## config.mk

```make
export PLATFORM = sky130hd
export DESIGN_NAME = lpc_autocorr_ctrl
export DESIGN_NICKNAME = d
export VERILOG_FILES = /design/src/rtl/lpc_autocorr_ctrl.sv
export SDC_FILE = /design/constraint.sdc
export NUM_CORES = 1
export LEC_CHECK = 0
export CAP_MARGIN = 5
export CORE_MARGIN = 2
export CORE_UTILIZATION = 63
export DETAILED_ROUTE_END_ITERATION = 8
export HOLD_SLACK_MARGIN = 0.02
export PLACE_DENSITY = 0.8
export SLEW_MARGIN = 10
export SYNTH_ARGS = -nofsm -noshare
export SYNTH_HDL_FRONTEND = slang
export SYNTH_SLANG_ARGS = --single-unit
```

## constraint.sdc

```tcl
create_clock -name clk -period 8.1 [get_ports clk]
set_input_delay 1.62 -clock clk [delete_from_list [all_inputs] [get_ports clk]]
set_output_delay 1.62 -clock clk [all_outputs]
set_load 0.02 [all_outputs]
```

## src/rtl/lpc_autocorr_ctrl.sv

```systemverilog
// LPC autocorrelation sequencer: walks the frame buffer lag by lag, accumulates
// x[n]*x[n-k] through a three-stage MAC pipeline and writes saturated R[k] results.
module lpc_autocorr_ctrl #(
  parameter int N     = 160,
  parameter int ORDER = 10,
  parameter int AW    = 8,
  parameter int DW    = 16,
  parameter int ACC_W = 40,
  parameter int SHIFT = 7
) (
  input  logic                 clk,
  input  logic                 reset,
  input  logic                 start,
  output logic                 busy,
  output logic                 frame_lock,
  output logic [AW-1:0]        rd_addr_a,
  output logic [AW-1:0]        rd_addr_b,
  input  logic signed [DW-1:0] rd_data_a,
  input  logic signed [DW-1:0] rd_data_b,
  output logic                 r_wen,
  output logic [ORDER:0]       r_wsel,
  output logic [31:0]          r_din,
  output logic                 done
);

  localparam int KW = (ORDER < 1) ? 1 : $clog2(ORDER + 1);

  typedef enum logic [2:0] {
    S_IDLE,
    S_LAG_INIT,
    S_MAC,
    S_DRAIN,
    S_WRITE,
    S_DONE
  } state_t;

  state_t                     r_state;
  logic [KW-1:0]              r_k;
  logic [AW-1:0]              r_n;
  logic                       r_drain;
  logic                       r_vld_p1;
  logic                       r_vld_p2;
  logic signed [2*DW-1:0]     r_prod_p2;
  logic signed [ACC_W-1:0]    r_acc_p3;

  logic signed [2*DW-1:0]     w_a_ext;
  logic signed [2*DW-1:0]     w_b_ext;
  logic signed [ACC_W-1:0]    w_acc_nxt;

  // Scale down and clamp into signed 32-bit range.
  function automatic logic [31:0] sat32(input logic signed [ACC_W-1:0] v);
    logic signed [ACC_W-1:0] s;
    s = v >>> SHIFT;
    if ((&s[ACC_W-1:31]) || (~|s[ACC_W-1:31]))
      return s[31:0];
    else if (s[ACC_W-1])
      return 32'h8000_0000;
    else
      return 32'h7FFF_FFFF;
  endfunction

  assign frame_lock = busy;

  // Stage 1 -> 2: read data returns, product registered
  assign w_a_ext = (2*DW)'(rd_data_a);
  assign w_b_ext = (2*DW)'(rd_data_b);

  always_ff @(posedge clk) begin
    r_prod_p2 <= w_a_ext * w_b_ext;
  end

  // Stage 2 -> 3: valid-tagged products accumulate
  assign w_acc_nxt = r_vld_p2 ? (r_acc_p3 + ACC_W'(r_prod_p2)) : r_acc_p3;

  always_ff @(posedge clk) begin
    if (!reset) begin
      r_state   <= S_IDLE;
      busy      <= 1'b0;
      r_wen     <= 1'b0;
      done      <= 1'b0;
      r_wsel    <= '0;
      r_din     <= '0;
      rd_addr_a <= '0;
      rd_addr_b <= '0;
      r_acc_p3  <= '0;
      r_k       <= '0;
      r_n       <= '0;
      r_drain   <= 1'b0;
      r_vld_p1  <= 1'b0;
      r_vld_p2  <= 1'b0;
    end else begin
      r_vld_p1 <= (r_state == S_MAC);
      r_vld_p2 <= r_vld_p1;
      r_acc_p3 <= w_acc_nxt;
      r_wen    <= 1'b0;
      done     <= 1'b0;
      case (r_state)
        S_IDLE: begin
          if (start) begin
            r_state <= S_LAG_INIT;
            busy    <= 1'b1;
            r_k     <= '0;
          end
        end
        S_LAG_INIT: begin
          r_acc_p3  <= '0;
          r_n       <= AW'(r_k);
          rd_addr_a <= AW'(r_k);
          rd_addr_b <= '0;
          r_state   <= S_MAC;
        end
        S_MAC: begin
          if (r_n == AW'(N - 1)) begin
            r_state <= S_DRAIN;
            r_drain <= 1'b0;
          end else begin
            r_n       <= r_n + AW'(1);
            rd_addr_a <= r_n + AW'(1);
            rd_addr_b <= r_n + AW'(1) - AW'(r_k);
          end
        end
        S_DRAIN: begin
          // Second drain cycle sees the final product entering the accumulator.
          if (r_drain) begin
            r_state <= S_WRITE;
            r_wen   <= 1'b1;
            r_wsel  <= (ORDER + 1)'(1) << r_k;
            r_din   <= sat32(w_acc_nxt);
          end else begin
            r_drain <= 1'b1;
          end
        end
        S_WRITE: begin
          r_wsel <= '0;
          if (r_k == KW'(ORDER)) begin
            r_state <= S_DONE;
            done    <= 1'b1;
          end else begin
            r_k     <= r_k + KW'(1);
            r_state <= S_LAG_INIT;
          end
        end
        S_DONE: begin
          busy    <= 1'b0;
          r_state <= S_IDLE;
        end
        default: begin
          r_state <= S_IDLE;
          busy    <= 1'b0;
        end
      endcase
    end
  end

endmodule

```

==> metrics.txt <==
category of cells accounting for the largest share of critical-path delay adder cells; die extent in x 170.7 microns; detailed-router iteration count before antenna repair 5; global-route wire length before repair 66.99 mm; placeable core region approximately 28000 sq um; depth of the worst register-to-register path 14; source-to-sink clock delay at the later pin of the worst-skew pair 0.43 ns; max-capacitance violation count 0; post-route clock period utilization 95.36%; Final ANT Viol Nets 0; weighted congestion at the end of routability-driven global placement roughly 0.96; WP data arrival 8.08 ns; overall power after layout a little over 0.009 W; CTS tree built; count of fill cells added during filler insertion about 2100; Final Core Density 71.19%; fin nets 2466; average wire length per cell after detail routing 16.04 microns; static leakage power slightly above 9 nW; post-detail-place hpwl 32.10 mm; endpoint required time on the critical path approximately 8.5 ns; FP Rows 61; syn_nets 2378; number of buffers added on ports 97; Synth cell types 80; final hold violation count 0; number of design rule violations left after detail routing 0; final cell area excluding filler cells approximately 20000 sq um; starting density of the core 63.54%; number of top-level pins 98; Crit Path Category in2reg; CTS H-Tree Depth 4; maximum number of buffers from clock root to sink 2; global-route congestion overflow total 0; proportion of layout cells with a drive suffix above 1 between 7 and 8%; most common library cell in the layout ignoring fill and taps sky130_fd_sc_hd__inv_1; Max Fanout on Critical Path 9; share of flip-flops with an asynchronous set or reset 0%; Setup Viol. Count Final 0; Pwr per Cell Area approximately 470 nW/um^2; reg2reg end r_din[6]; Total Negative Setup Slacks 0 ns; area of the die 29140 sq um; endpoint of the worst hold path r_vld_p2; register bit total from synthesis ~140; master of the slowest instance on the critical path sky130_fd_sc_hd__clkdlybuf4s50_1; post-CTS repair timing setup buffer count 0; kind of end point of the critical path flip-flop; vias in the first global route 13960; initial antenna violation count 0; total via count in the routed design about 14000; crit-path max cell delay 0.68 ns; R2R Setup Slk 4.07 ns; largest net degree at the start of global routing 70; Vert. Die Dim 170.7 microns; buffer cell driving the clock tree root sky130_fd_sc_hd__clkbuf_16; Worst Hold Path Cells 1; antenna diode count 0; maximum frequency from static timing analysis 129.5 MHz; top library cells by usage in the layout, fill and taps aside sky130_fd_sc_hd__inv_1 (303), sky130_fd_sc_hd__fa_1 (264), sky130_fd_sc_hd__nand2_1 (191); post-route clock skew 0.01593 ns; status completed; transition time at the pin with the least slew margin between 0.9 and 1 ns; sequential cell area fraction in the yosys report 16.47%; Max-Slew Margin vs Limit about 34%; violation count after the first detailed-routing iteration 825; clk sink count around 140; cell occurring most often along the worst timing path sky130_fd_sc_hd__fa_1; Cells after Synth a little under 2000; via-per-instance ratio 5.590; DP Area 19040 sq um; critical hold path startpoint r_vld_p1; maximum VDD drop 0.4338 mV; Yosys warning total 0; number of enable-type register cells in the synthesized netlist 0; startpoint of the worst-slack reg-to-reg timing path r_acc_p3[0]; RSZ-0062 raised after global routing false; buffers plus inverters on the worst setup path 7; number of buffers added by the clock tree synthesis step 17; synthesized area per cell 8.992 sq um; area of the mapped netlist 17510 sq um; clock slew seen by the registers of the worst setup and hold paths 0.06 ns; total detailed-routing wirelength 38.91 mm; path class of the lowest-slack min-delay path reg2reg; total global routing track utilization 28.40%; time the final worst path needs with I/O delays and setup slightly below 8 ns; sort of element at the start of the critical path primary input; number of max-slew violations in the final report 0; Layout area overhead 12.03%; prevailing post-synth register cell sky130_fd_sc_hd__dfxtp_1
-- timing repair --
action                                 CTS  global route
setup endpoints to repair                0             2
hold buffers                             0             0
gates resized for setup                  0             2
endpoints found under the hold margin    0             0
-- power by group --
group	internal, W	switching, W
logic	0.00354	0.00391
registers	0.000930	0.0000517
clock network	0.000419	0.000333
total	0.00489	0.00430
-- synth_stat cells, types with 13 or more instances --
library cell | number | area share, %
sky130_fd_sc_hd__inv_1 | 303 | 6.5
sky130_fd_sc_hd__fa_1 | 264 | 30
sky130_fd_sc_hd__nand2_1 | 191 | 4.1
sky130_fd_sc_hd__dfxtp_1 | 144 | 16
sky130_fd_sc_hd__ha_1 | 132 | 9.4
sky130_fd_sc_hd__and2_1 | 123 | 4.4
sky130_fd_sc_hd__nor2_1 | 98 | 2.1
sky130_fd_sc_hd__a21oi_1 | 97 | 2.8
sky130_fd_sc_hd__o21ai_0 | 74 | 2.1
sky130_fd_sc_hd__clkbuf_1 | 71 | 1.5
sky130_fd_sc_hd__xnor2_1 | 55 | 2.8
sky130_fd_sc_hd__a21o_1 | 30 | 1.3
sky130_fd_sc_hd__mux2i_1 | 29 | 1.7
sky130_fd_sc_hd__nor2b_1 | 29 | 1.0
sky130_fd_sc_hd__xor2_1 | 27 | 1.4
sky130_fd_sc_hd__nand3_1 | 25 | 0.71
sky130_fd_sc_hd__maj3_2 | 19 | 1.2
sky130_fd_sc_hd__nor3_1 | 19 | 0.54
sky130_fd_sc_hd__nand2b_1 | 18 | 0.64
sky130_fd_sc_hd__a21oi_2 | 16 | 0.80
sky130_fd_sc_hd__and3_1 | 13 | 0.46
sky130_fd_sc_hd__nand4_1 | 13 | 0.46
sky130_fd_sc_hd__o21bai_1 | 13 | 0.56
-- stage by stage --
step           hold WS [ns]  std cells  worst slack, ns
2_1_floorplan        0.4119       1947           0.7107
6_report             0.4379       2426           0.3757
5_1_grt              0.4581       2426          0.01435
3_3_place_gp         0.4178       2394          0.03939
3_5_place_dp         0.4297       2394         -0.06083
4_1_cts              0.4403       2426           0.3574
-- state kept, by name, summed over array words and instances (netlist names), 3 cells and up --
| register | flops |
|---|---|
| r_k | 4 |
| r_wsel | 11 |
| r_state | 3 |
| r_prod_p2 | 32 |
| r_acc_p3 | 40 |
| r_n | 8 |
| r_din | 32 |
| rd_addr_b | 8 |
-- per-layer routing --
metal  vias to the layer above  track usage, %  part of all wire [%]
met5                         -               0                     0
met4                         0           8.064                   2.3
met3                        85           3.354                   5.0
met2                       452           49.94                    49
met1                      6604           37.10                    44
li1                       6421               -                     -
-- worst max path at each step --
stage	start	end	slack, ns	depth (start not counted)
finish	rd_data_a[7]	r_prod_p2[29]	0.38	26
global route	rd_data_a[7]	r_prod_p2[29]	0.01	26
CTS	rd_data_a[7]	r_prod_p2[30]	0.36	23
detailed placement	rd_data_a[7]	r_prod_p2[30]	-0.06	23
global placement	rd_data_a[7]	r_prod_p2[30]	0.04	23
floorplan	rd_data_a[10]	r_prod_p2[30]	0.71	21
-- logic make-up (layout without fill, tap and decap cells) --
logic type,Yosys count,in the layout,share of synthesized area (%)
AO/OA/AOI/OAI,326,326,12.38
XOR/XNOR,84,84,4.288
adder cells (fa/ha/maj),420,420,41.13
buffers and inverters,391,492,8.633
flip-flops,144,144,16.47
multiplexers,31,31,1.787
AND/OR/NAND/NOR,551,551,15.32
-- area by class of cell --
class                           count  area, sq um  share of cell area (%)
Inverter                          304         1141                   5.817
Clock buffer                       19        452.9                   2.309
Tap cell                          378        473.0                   2.411
Sequential cell                   144         2884                   14.70
Clock inverter                     13        116.4                  0.5932
Multi-Input combinational cell   1412        13120                   66.91
Timing Repair Buffer              156         1424                   7.259
-- worst register-to-register path, stage by stage, from the launching register on --
cell	delay, ns
sky130_fd_sc_hd__dfxtp_1	0.34
sky130_fd_sc_hd__ha_1	0.22
sky130_fd_sc_hd__inv_1	0.07
sky130_fd_sc_hd__fa_1	0.41
sky130_fd_sc_hd__nand2b_1	0.19
sky130_fd_sc_hd__a21oi_1	0.26
sky130_fd_sc_hd__o21ai_1	0.22
sky130_fd_sc_hd__o211ai_2	0.23
sky130_fd_sc_hd__a21oi_2	0.13
sky130_fd_sc_hd__o31a_1	0.34
sky130_fd_sc_hd__o221ai_2	0.18
sky130_fd_sc_hd__xor2_2	0.14
sky130_fd_sc_hd__a21oi_4	0.70
sky130_fd_sc_hd__maj3_2	0.42
sky130_fd_sc_hd__a21oi_2	0.06
Note: power is estimated with default switching activity, not from simulation.
